`src/rtl/uart_tx_board.sv`:
```
// rtl/uart_tx_board.sv - 16x-oversampled UART transmitter with free-running baud generator and TX FIFO
// Optional even parity bit between data and stop: define UART_TX_PARITY_EN.
module uart_tx_board #(
    parameter int DBIT        = 8,
    parameter int SB_TICK     = 16,
    parameter int FINAL_VALUE = 650,
    parameter int ADDR_W      = 2
) (
    input  logic            i_clk,
    input  logic            i_reset,
    input  logic            i_wr_en,
    input  logic [DBIT-1:0] i_tx_din,
    output logic            o_tx_full,
    output logic            o_tx_empty,
    output logic            o_tx_busy,
    output logic            o_tx_done_tick,
    output logic            o_tx
);
    localparam int S_W   = (SB_TICK > 16) ? $clog2(SB_TICK) : 4;
    localparam int N_W   = (DBIT > 1) ? $clog2(DBIT) : 1;
    localparam int DEPTH = 1 << ADDR_W;

`ifdef UART_TX_PARITY_EN
    typedef enum logic [2:0] {IDLE, START, DATA, PARITY, STOP} state_t;
`else
    typedef enum logic [1:0] {IDLE, START, DATA, STOP} state_t;
`endif

    logic [10:0] r_baud;
    logic        w_s_tick;

    assign w_s_tick = (r_baud == 11'(FINAL_VALUE));

    always_ff @(posedge i_clk) begin
        if (i_reset || w_s_tick) r_baud <= '0;
        else                     r_baud <= r_baud + 11'd1;
    end

    logic [DBIT-1:0]   r_mem [DEPTH];
    logic [ADDR_W-1:0] r_rp, r_wp, w_rp_next, w_wp_next;
    logic              r_full, r_empty;
    logic              w_push, w_pop;

    // A full FIFO still accepts a push in the cycle the FSM pops the head.
    assign w_push    = i_wr_en && (!r_full || w_pop);
    assign w_rp_next = r_rp + ADDR_W'(1);
    assign w_wp_next = r_wp + ADDR_W'(1);

    always_ff @(posedge i_clk) begin
        if (w_push) r_mem[r_wp] <= i_tx_din;
    end

    always_ff @(posedge i_clk) begin
        if (i_reset) begin
            r_rp    <= '0;
            r_wp    <= '0;
            r_full  <= 1'b0;
            r_empty <= 1'b1;
        end else begin
            case ({w_push, w_pop})
                2'b10: begin
                    r_wp    <= w_wp_next;
                    r_empty <= 1'b0;
                    r_full  <= (w_wp_next == r_rp);
                end
                2'b01: begin
                    r_rp    <= w_rp_next;
                    r_full  <= 1'b0;
                    r_empty <= (w_rp_next == r_wp);
                end
                2'b11: begin
                    r_rp <= w_rp_next;
                    r_wp <= w_wp_next;
                end
                default: ;
            endcase
        end
    end

    state_t          r_state, w_state_next;
    logic [S_W-1:0]  r_s, w_s_next;
    logic [N_W-1:0]  r_n, w_n_next;
    logic [DBIT-1:0] r_b, w_b_next;
    logic            r_tx, w_tx, w_done;
`ifdef UART_TX_PARITY_EN
    logic            r_par, w_par_next;
`endif

    always_ff @(posedge i_clk) begin
        if (i_reset) begin
            r_state <= IDLE;
            r_s     <= '0;
            r_n     <= '0;
            r_b     <= '0;
            r_tx    <= 1'b1;
`ifdef UART_TX_PARITY_EN
            r_par   <= 1'b0;
`endif
        end else begin
            r_state <= w_state_next;
            r_s     <= w_s_next;
            r_n     <= w_n_next;
            r_b     <= w_b_next;
            r_tx    <= w_tx;
`ifdef UART_TX_PARITY_EN
            r_par   <= w_par_next;
`endif
        end
    end

    always_comb begin
        w_state_next = r_state;
        w_s_next     = r_s;
        w_n_next     = r_n;
        w_b_next     = r_b;
`ifdef UART_TX_PARITY_EN
        w_par_next   = r_par;
`endif
        case (r_state)
            IDLE: if (!r_empty) begin
                w_state_next = START;
                w_s_next     = '0;
                w_b_next     = r_mem[r_rp];
`ifdef UART_TX_PARITY_EN
                w_par_next   = ^r_mem[r_rp];
`endif
            end
            START: if (w_s_tick) begin
                if (r_s == S_W'(15)) begin
                    w_state_next = DATA;
                    w_s_next     = '0;
                    w_n_next     = '0;
                end else w_s_next = r_s + S_W'(1);
            end
            DATA: if (w_s_tick) begin
                if (r_s == S_W'(15)) begin
                    w_s_next = '0;
                    w_b_next = r_b >> 1;
                    if (r_n == N_W'(DBIT - 1)) begin
`ifdef UART_TX_PARITY_EN
                        w_state_next = PARITY;
`else
                        w_state_next = STOP;
`endif
                    end else w_n_next = r_n + N_W'(1);
                end else w_s_next = r_s + S_W'(1);
            end
`ifdef UART_TX_PARITY_EN
            PARITY: if (w_s_tick) begin
                if (r_s == S_W'(15)) begin
                    w_state_next = STOP;
                    w_s_next     = '0;
                end else w_s_next = r_s + S_W'(1);
            end
`endif
            STOP: if (w_s_tick) begin
                if (r_s == S_W'(SB_TICK - 1)) w_state_next = IDLE;
                else                          w_s_next     = r_s + S_W'(1);
            end
            default: w_state_next = IDLE;
        endcase
    end

    always_comb begin
        w_tx   = 1'b1;
        w_done = 1'b0;
        w_pop  = 1'b0;
        case (r_state)
            IDLE:   w_pop  = !r_empty;
            START:  w_tx   = 1'b0;
            DATA:   w_tx   = r_b[0];
`ifdef UART_TX_PARITY_EN
            PARITY: w_tx   = r_par;
`endif
            STOP:   w_done = w_s_tick && (r_s == S_W'(SB_TICK - 1));
            default: ;
        endcase
    end

    assign o_tx           = r_tx;
    assign o_tx_done_tick = w_done;
    assign o_tx_busy      = (r_state != IDLE);
    assign o_tx_full      = r_full;
    assign o_tx_empty     = r_empty;
endmodule

```
`config.mk`:
```
export PLATFORM = sky130hd
export DESIGN_NAME = uart_tx_board
export DESIGN_NICKNAME = d
export VERILOG_FILES = /design/src/rtl/uart_tx_board.sv
export SDC_FILE = /design/constraint.sdc
export NUM_CORES = 1
export LEC_CHECK = 0
export CORE_MARGIN = 3
export CORE_UTILIZATION = 39
export DETAILED_ROUTE_END_ITERATION = 8
export GPL_TIMING_DRIVEN = 0
export MAX_ROUTING_LAYER = met4
export SETUP_SLACK_MARGIN = 0.2
export SKIP_CTS_REPAIR_TIMING = 1
export SYNTH_ARGS = -nofsm -noshare
export SYNTH_HDL_FRONTEND = slang
export SYNTH_SLANG_ARGS = --single-unit
export TNS_END_PERCENT = 10
```
`constraint.sdc`:
```
create_clock -name i_clk -period 2.1 [get_ports i_clk]
set_input_delay 0.21 -clock i_clk [delete_from_list [all_inputs] [get_ports i_clk]]
set_output_delay 0.21 -clock i_clk [all_outputs]
set_load 0.05 [all_outputs]
```
==> key figures <==
Run status
  – Status: finished clean

Synthesis
  – Netlist Area Pre-Place: 0.00307 mm^2
  – Top cells by count, synth: nor2_1 (38), dfxtp_1 (37), edfxtp_1 (32)
  – Number of flops mapped to enable cells by yosys: 32
  – Sequential fraction of the synthesis area: 0.555
  – Synthesized net count: 276
  – Yosys top cell area share: 0.313
  – Number of synthesized register bits: 69
  – Ranking of synthesized cells by area: edfxtp_1 (31%), dfxtp_1 (24%), ha_1 (6.9%), mux4_2 (5.9%), nor2_1 (4.7%)
  – Yosys cell types: 42
  – Async S/R FF share, synth: 0
  – Ys Warns: 0
  – Most frequent cell after synthesis: nor2_1
  – Dominant synthesized flop cell: dfxtp_1
  – Avg Cell Area, Syn: 12.4 um^2
  – Post-synth top area cell: edfxtp_1
  – Cells after synthesis: 248

Critical path
  – CP Capture Type: output pin
  – Worst Path Required: 1890 ps
  – CP endpoint: o_tx_done_tick
  – Worst Reg2Reg Path Length in Cells: 9
  – Crit Reg-Reg Startpoint: r_baud[0]
  – FF-to-FF setup slack: 210 ps
  – Reg2reg end: r_b[3]
  – Startpoint types: flip-flop
  – Crit path launch: r_baud[0]
  – WP data arrival: 1710 ps
  – Critical path type: reg -> out
  – CP Max Fanout: 4

Timing
  – Setup-failing EPs final: 0
  – Final period util: 0.913
  – Slew headroom: 0.651
  – Fmax: 0.522 GHz
  – Setup Skew: 8.89 ps
  – Final hold slack: 260 ps
  – Final worst slack: 183 ps
  – Tmin final: 1920 ps
  – RSZ-0062 raised after global routing: true
  – Fin. Hold Viols: 0
  – Slew @ Worst Pin: 523 ps
  – Max Slew Vio Count: 0

Placement
  – Input/output buffers: 14
  – Dpl cell area: 0.00333 mm^2
  – Half-perimeter wire length after placement: 3600 um
  – Dpl ws: -197 ps
  – Final GP Congestion: 0.785

Die
  – Core area: 0.00745 mm^2
  – Boundary Pins: 16
  – Rows: 31
  – Initial core utilization: 0.412
  – Die width: 94.7 um
  – Die area: 0.00896 mm^2
  – Chip Height: 94.7 um

Clock network
  – TritonCTS buffer count: 9
  – Worst-skew pair later-pin latency: 340 ps
  – CTS tree: done
  – Clock transition at path regs: 80 ps
  – Clock Sinks: 69
  – Clock Tree Buf Depth: 2
  – Root buffer cell: clkbuf_8
  – H-tree Lvls: 3

Cells and area
  – Nets: 305
  – Layout cells sized above 1: 0.220
  – Final instance area: 0.00364 mm^2
  – Area grow syn2layout: 18.6%
  – Layout Utilization: 0.488
  – Diodes inserted: 0

Power
  – Reg power frac: 0.387
  – Lkg Pwr: 1.37 nW
  – Worst vdd ir: 532 uV
  – Switching power: 0.00160 W
  – Switching fraction of total power: 0.340
  – Power Dens Cells: 1300 mW/mm^2
  – Int Pwr: 0.00312 W
  – Combinational power share: 0.391
  – Clock power share: 0.222

Flow run
  – Max_cap viols: 0

Min path
  – Worst min path class: in -> reg
  – Worst hold path startpoint: i_reset

Global route
  – Met3 usage: 0.0462
  – Vias in the first global route: 1,853
  – Met2 Track Usage GR: 0.195
  – Gr usage total: 0.138
  – Total gr overflow: 0
  – First-pass GRT wire length: 8920 um
  – Met1 Usage GRT: 0.177
  – Antenna violations before repair: 0
  – Busiest grt layer: met2
  – Largest net degree at the start of global routing: 13

Drt
  – Vias: 1,862
  – Post-route ant nets: 0
  – Final wirelength: 5310 um
  – Initial detailed-routing violation count: 71
  – Drt drc: 0
  – Routed wire per std cell: 13.9 um
  – Drt via density: 4.89
  – Drt first pass iters: 4
## final cells by class
cell class,instances,area [um^2]
inverters,10,37.5
clock inverters,6,63.8
well taps,99,124
fillers,684,3810
repair buffers,18,194
clock buffers,10,128
flip-flops and latches,69,1710
multi-input cells,162,1350
plain buffers,7,31.3
## power by group through the flow
stage / Sequential, W / Clock (W) / Combinational [W]
final: 0.00183 / 0.00105 / 0.00185
after global routing: 0.00187 / 0.00115 / 0.00204
after CTS: 0.00182 / 0.00108 / 0.00167
after detailed placement: 0.00185 / 0 / 0.00166
after global placement: 0.00184 / 0 / 0.00164
after floorplan: 0.00189 / 0 / 0.00124
## stage by stage
step                      total power, W  setup TNS, ps  instances
after floorplan                  0.00313              0        248
after global placement           0.00349          -1380        361
after detailed placement         0.00352          -1800        361
after CTS                        0.00458          -2910        377
after global routing             0.00506              0        381
final                            0.00472              0        381
## routing by layer
metal | routed length [um] | vias to the layer above | share of wire
li1 | - | 946 | -
met5 | 0 | - | 0
met3 | 157 | 12 | 0.030
met1 | 2650 | 883 | 0.50
met4 | 122 | 0 | 0.023
met2 | 2380 | 21 | 0.45
## layout by cell type (no fill, tap or decap), types with 5 or more instances in the layout
cell,instances
nor2_1,38
dfxtp_1,34
edfxtp_1,32
ha_1,15
mux2i_1,12
clkdlybuf4s50_1,12
clkbuf_8,9
nand2_1,8
mux4_2,8
inv_1,7
nand3_1,7
xnor2_1,7
a21oi_1,7
mux2_2,7
xor2_1,7
clkbuf_1,6
o21ai_0,5
## cell families (layout without fill, tap and decap cells)
kind of cell             Yosys count  count (layout)  share of synthesized area
AO/OA/AOI/OAI                     26              26                     0.0624
XOR/XNOR                          14              14                     0.0400
adder cells (fa/ha/maj)           17              17                     0.0694
buffers and inverters             17              51                     0.0212
flip-flops                        69              69                      0.555
multiplexers                      27              27                      0.124
AND/OR/NAND/NOR                   78              78                      0.128
## registers in the layout, indices dropped and copies added (netlist names), 2 cells and up, named ones only
name / flops
r_b: 8
r_wp: 2
r_s: 4
r_rp: 2
r_mem: 32
r_state: 2
r_n: 3
r_baud: 11
## how the worst min path moves through the flow
stage | cells after the start | slack [ps] | endpoint
3_5_place_dp | 2 | 450 | r_b[7]
2_1_floorplan | 0 | 310 | r_mem[0][0]
3_3_place_gp | 2 | 450 | r_b[7]
6_report | 2 | 260 | r_s[2]
4_1_cts | 2 | 270 | r_s[2]
5_1_grt | 2 | 290 | r_s[2]
## worst max-delay path: stages, from the launching register on
cell and delay [ps]:
dfxtp_4 350, inv_2 40, ha_2 150, and4bb_2 260, and4b_2 270, and2_4 160
buf_8 140
No activity file was read; power rests on OpenSTA's default activity.
